`config.mk`:
```
export PLATFORM = sky130hd
export DESIGN_NAME = line2d_rasterizer
export DESIGN_NICKNAME = d
export VERILOG_FILES = /design/src/rtl/graphing_hw_pkg.sv /design/src/rtl/line2d_rasterizer.sv
export SDC_FILE = /design/constraint.sdc
export NUM_CORES = 1
export LEC_CHECK = 0
export ABC_CLOCK_PERIOD_IN_PS = 6100
export CORE_MARGIN = 8
export CORE_UTILIZATION = 61
export DETAILED_ROUTE_END_ITERATION = 8
export PLACE_DENSITY = 0.82
export SLEW_MARGIN = 20
export SYNTH_ARGS = -nofsm -noshare
export SYNTH_HDL_FRONTEND = slang
export SYNTH_SLANG_ARGS = --single-unit
export TNS_END_PERCENT = 10
```
`constraint.sdc`:
```
create_clock -name clk -period 6.1 [get_ports clk]
set_input_delay 0.61 -clock clk [delete_from_list [all_inputs] [get_ports clk]]
set_output_delay 0.61 -clock clk [all_outputs]
set_load 0.02 [all_outputs]
```
`src/rtl/graphing_hw_pkg.sv`:
```
// Shared types for the 2D geometry hardware layer: coordinates, points and
// the rasterizer control states.
package graphing_hw_pkg;

  localparam int COORD_W = 16;

  typedef logic signed [COORD_W-1:0] coord_t;

  typedef struct packed {
    coord_t x;
    coord_t y;
  } point2d_t;

  typedef enum logic [1:0] {
    IDLE  = 2'd0,
    SETUP = 2'd1,
    STEP  = 2'd2
  } rast_state_t;

endpackage

```
`src/rtl/line2d_rasterizer.sv`:
```
// Bresenham line rasterizer: takes one segment (two signed endpoints) and
// streams every grid point on it, endpoints included, one point per cycle.
module line2d_rasterizer #(
  parameter int COORD_W = 16
) (
  input  logic                      clk,
  input  logic                      rst,
  input  logic                      in_valid,
  output logic                      in_ready,
  input  logic signed [COORD_W-1:0] in_x0,
  input  logic signed [COORD_W-1:0] in_y0,
  input  logic signed [COORD_W-1:0] in_x1,
  input  logic signed [COORD_W-1:0] in_y1,
  output logic                      out_valid,
  input  logic                      out_ready,
  output logic signed [COORD_W-1:0] out_x,
  output logic signed [COORD_W-1:0] out_y,
  output logic                      out_last,
  output logic                      busy
);
  import graphing_hw_pkg::*;

  // Differences and the error term need two extra bits so a full-range
  // span cannot overflow; 2*err needs one more.
  localparam int DW = COORD_W + 2;
  localparam int EW = COORD_W + 3;

  rast_state_t               state;
  logic signed [COORD_W-1:0] x0_q, y0_q, x1_q, y1_q;
  logic signed [DW-1:0]      dx_q, dy_q, err_q;
  logic                      sx_neg, sy_neg;

  // in_ready is forced low in the reset cycle itself, high whenever idle.
  assign in_ready = (state == IDLE) && !rst;
  assign busy     = (state != IDLE);

  // Setup datapath: signed spans and their magnitudes.
  logic signed [DW-1:0] ddx, ddy, adx, ady;
  always_comb begin
    ddx = DW'(x1_q) - DW'(x0_q);
    ddy = DW'(y1_q) - DW'(y0_q);
    adx = ddx[DW-1] ? -ddx : ddx;
    ady = ddy[DW-1] ? -ddy : ddy;
  end

  // Step datapath: both axis decisions use the same e2.
  logic signed [EW-1:0]      e2;
  logic                      step_x, step_y;
  logic signed [DW-1:0]      err_nxt;
  logic signed [COORD_W-1:0] nx, ny;
  logic                      last_nxt;
  always_comb begin
    e2      = EW'(err_q) <<< 1;
    step_x  = (e2 >= EW'(dy_q));
    step_y  = (e2 <= EW'(dx_q));
    err_nxt = err_q;
    if (step_x) err_nxt = err_nxt + dy_q;
    if (step_y) err_nxt = err_nxt + dx_q;
    nx = out_x;
    ny = out_y;
    if (step_x) nx = sx_neg ? out_x - COORD_W'(1) : out_x + COORD_W'(1);
    if (step_y) ny = sy_neg ? out_y - COORD_W'(1) : out_y + COORD_W'(1);
    last_nxt = (nx == x1_q) && (ny == y1_q);
  end

  // Control FSM with registered point outputs; cur position lives in out_x/out_y.
  always_ff @(posedge clk) begin
    if (rst) begin
      state     <= IDLE;
      out_valid <= 1'b0;
      out_last  <= 1'b0;
      out_x     <= '0;
      out_y     <= '0;
      x0_q      <= '0;
      y0_q      <= '0;
      x1_q      <= '0;
      y1_q      <= '0;
      dx_q      <= '0;
      dy_q      <= '0;
      err_q     <= '0;
      sx_neg    <= 1'b0;
      sy_neg    <= 1'b0;
    end else begin
      case (state)
        IDLE: begin
          if (in_valid) begin
            x0_q  <= in_x0;
            y0_q  <= in_y0;
            x1_q  <= in_x1;
            y1_q  <= in_y1;
            state <= SETUP;
          end
        end
        SETUP: begin
          dx_q      <= adx;
          dy_q      <= -ady;
          err_q     <= adx - ady;
          sx_neg    <= ddx[DW-1];
          sy_neg    <= ddy[DW-1];
          out_x     <= x0_q;
          out_y     <= y0_q;
          out_last  <= (x0_q == x1_q) && (y0_q == y1_q);
          out_valid <= 1'b1;
          state     <= STEP;
        end
        STEP: begin
          if (out_ready) begin
            if (out_last) begin
              out_valid <= 1'b0;
              out_last  <= 1'b0;
              state     <= IDLE;
            end else begin
              err_q    <= err_nxt;
              out_x    <= nx;
              out_y    <= ny;
              out_last <= last_nxt;
            end
          end
        end
        default: begin
          out_valid <= 1'b0;
          out_last  <= 1'b0;
          state     <= IDLE;
        end
      endcase
    end
  end

endmodule
```
==> summary.txt <==
Cells and area
  – # fillers: 2037
  – Antenna diode count: 0
  – Multi-input logic area: between 10000 and 15000 sq um
  – Register area: around 3100 sq um
  – Fin area: 16400 sq um
  – Final nets: 2236
  – Share of layout cells above drive strength 1: 0.0510
  – Synthesis-to-finish area growth: 12.9%

Synth
  – Leading post-synthesis cells by cell area: dfxtp_1 (22%), ha_1 (13%), a21oi_1 (6.3%)
  – Synth Instances: 1948
  – Seq cells post-synth: roughly 160
  – Top_reg_cell synth: dfxtp_1
  – Syn nets: 2175
  – Syn Std Cell Area: 14500 sq um
  – Synth unique cells: 90
  – Synth area leader: dfxtp_1
  – FFs w/ async S/R, synth: 0
  – Cell with the most instances after synthesis: nand2_1
  – Synth warnings: 0
  – Most frequent cells after synthesis: nand2_1 (229), nor2_1 (191), a21oi_1 (182)
  – Synthesized area per cell: between 7 and 8 sq um
  – Post-synth top area share: 0.216
  – Seq/Total Area, Yosys: 0.216
  – Post-synth EDFFs: 0

Worst setup path
  – Max stage delay cell, worst path: a2111oi_1
  – Critical Path Max Stage Delay: 0.53 ns
  – Critical path arrival: 6.07 ns
  – Worst reg2reg path startpoint: y1_q[0]$_SDFFE_PP0P_
  – CP most frequent cell: o21ai_0
  – Worst-path fanout max: 14
  – CP cell instances: inv_1, ha_1, fa_1, and2b_1, o211ai_2, a211oi_1, a2bb2oi_1, buf_4, nand2_1, o21ai_0, ha_1, nor2b_1, o21ai_0, a21boi_0, o21ai_0, a21oi_1, and4_1, a2111oi_1, maj3_1, a21oi_2, mux2i_1, o31a_1, nor4_1
  – Reg-to-reg endpoint: err_q[15]$_SDFFE_PP0P_
  – Worst reg-to-reg setup slack: ~0.36 ns
  – CP required: roughly 6.4 ns
  – Startpoint types: register
  – Delay-heaviest family, CP: compound AO/OA/AOI/OAI gates
  – CP Buf/Inv Count: 2
  – Crit path kind: register to register
  – CP Capture Type: register
  – FF-to-FF path depth: 23

Timing
  – Min Clock Period, post-route: ~5.7 ns
  – Final setup violating endpoints: 0
  – Slew Limit Fails: 0
  – Smallest hold slack: roughly 0.46 ns
  – RSZ-0062 raised after global routing: no
  – Final setup margin: ~0.36 ns
  – Fmax: about 170 MHz
  – Hold Fails Final Rpt: 0
  – Setup TNS: 0 ns
  – Rel. slew slack: 0.258
  – Skew final: 0.0138 ns
  – Final period utilization: 0.940
  – Worst-Margin Slew: 1.11 ns

Global routing
  – Gr ovfl total: 0
  – Most Crowded Layer GR: met2
  – GRT Overall Usage: 0.335
  – Global-route wire length before repair: around 77000 um
  – Grt met1 use: 0.441
  – Pin count of the biggest net entering global routing: 85
  – Initial antenna violation count: 0
  – GR Util met3: 0.0672
  – Met2 usage: 0.536
  – Vias in the first global route: around 14000

CTS
  – Clk_lat worst skew: 0.44 ns
  – H-Tree Depth: 4
  – CTS Buffer Depth: 2
  – CTS root buf: clkbuf_16
  – CTS clock-pin slew for the worst setup and hold paths: 0.06 ns
  – CTS Hold Bufs: 0
  – TritonCTS Buffers: 17
  – Sink Count: 156
  – CTS tree: built

Placement
  – IO buf count: 103
  – Detail Placement HPWL: 38200 um
  – Placed standard-cell area: roughly 16000 sq um
  – Routability Congestion: about 1.0
  – Pre-CTS WS: 0.624 ns

Worst hold path
  – Hold Path Origin: x0_q[2]$_SDFFE_PP0P_
  – Hold Crit Class: register to register
  – Min-Delay Endpoint: x0_q[2]$_SDFFE_PP0P_
  – WHS Path Cells: 2

Floorplan
  – Die footprint: approximately 29000 sq um
  – Die Wd: 170 um
  – Core ar.: 23400 sq um
  – Die Span Y: ~170 um
  – Initial Utilization: 0.619
  – I/O Pins: 104
  – Cell Rows: 56

Routing
  – Via density: between 6 and 7
  – WL/cell: 21.2 um
  – First-pass DRT Iterations: 9
  – Via count: 15000
  – Iter 0 DRT Violations: approximately 1700
  – DR DRC count: 4
  – Final wirelength: 49600 um
  – ANT nets after route: 0

Run
  – Max cap viols: 0

Status
  – Failing checks: design-rule violations
  – Status: complete, but fails checks
## sequential cells by signal, indices dropped and copies added (netlist names)
name / flops
dx_q: 18
dy_q: 18
err_q: 18
out_last: 1
out_valid: 1
out_x: 16
out_y: 16
state: 2
sx_neg: 1
sy_neg: 1
x0_q: 16
x1_q: 16
y0_q: 16
y1_q: 16
## per-stage QoR
step,util,instances
6_report,0.699,2340
3_3_place_gp,0.675,2309
2_1_floorplan,-,1948
4_1_cts,0.699,2340
3_5_place_dp,0.675,2309
5_1_grt,0.699,2340
## tightest hold or removal path, cell delays in order (launching register included)
cell and delay, ns:
dfxtp_1 0.31, nand2_1 0.05, a21oi_1 0.05
## layout make-up
class | count | share of cell area
clock inverter | 11 | 0.00681
multi-input combinational | 1565 | 0.645
tap | 319 | 0.0244
inverter | 148 | 0.0340
sequential | 156 | 0.191
timing repair buffer | 121 | 0.0711
clock buffer | 20 | 0.0279
## kinds of logic (layout without fill, tap and decap cells)
kind of cell	after synthesis	in the layout	synth area share
buffers and inverters	227	300	0.0596
flip-flops	156	156	0.216
AO/OA/AOI/OAI	572	572	0.257
AND/OR/NAND/NOR	646	646	0.207
adder cells (fa/ha/maj)	160	160	0.142
XOR/XNOR	152	152	0.0934
multiplexers	35	35	0.0250
## what timing repair did
item / 4_1_cts / 5_1_grt
setup buffers: 0 / 0
setup endpoints to repair: 0 / 2
endpoints found under the hold margin: 0 / 0
resized for setup: 0 / 2
## how the worst max path moves through the flow
stage                     cells past startpoint                  from  slack, ns                      to
after detailed placement                     24  y1_q[0]$_SDFFE_PP0P_       0.62  err_q[16]$_SDFFE_PP0P_
final                                        23  y1_q[0]$_SDFFE_PP0P_       0.36  err_q[15]$_SDFFE_PP0P_
after global routing                         23  y1_q[0]$_SDFFE_PP0P_       0.03  err_q[16]$_SDFFE_PP0P_
after floorplan                              25  dy_q[1]$_SDFFE_PP0P_       0.94  err_q[17]$_SDFFE_PP0P_
after CTS                                    23  y1_q[0]$_SDFFE_PP0P_       0.39  err_q[15]$_SDFFE_PP0P_
after global placement                       23  y1_q[0]$_SDFFE_PP0P_       0.79  err_q[15]$_SDFFE_PP0P_
## placed cells by master, fill, tap and decap left out, types with 18 or more instances in the layout
cell type / netlist / routed
a211oi_1: 64 / 64
a21o_1: 40 / 40
a21oi_1: 182 / 182
a31oi_1: 28 / 27
buf_4: 0 / 19
clkdlybuf4s50_1: 0 / 102
dfxtp_1: 156 / 156
ha_1: 152 / 150
inv_1: 146 / 146
mux2i_1: 26 / 26
nand2_1: 229 / 228
nand3_1: 37 / 37
nand4_1: 19 / 19
nor2_1: 191 / 189
nor2b_1: 23 / 23
nor3_1: 30 / 30
o21a_1: 18 / 18
o21ai_0: 80 / 80
o22ai_1: 24 / 23
xnor2_1: 96 / 96
xor2_1: 54 / 54
## metal layers
layer / share of wire / routed length, um / up-vias
met3: 0.091 / 4530 / 121
met4: 0.034 / 1670 / 0
met2: 0.45 / 22400 / 776
li1: - / - / 7098
met5: 0 / 0 / -
met1: 0.42 / 21000 / 7050
Power is left out: the tool's default activity adds up to more than one toggle a clock period on the data nets, which glitch-free logic cannot reach.
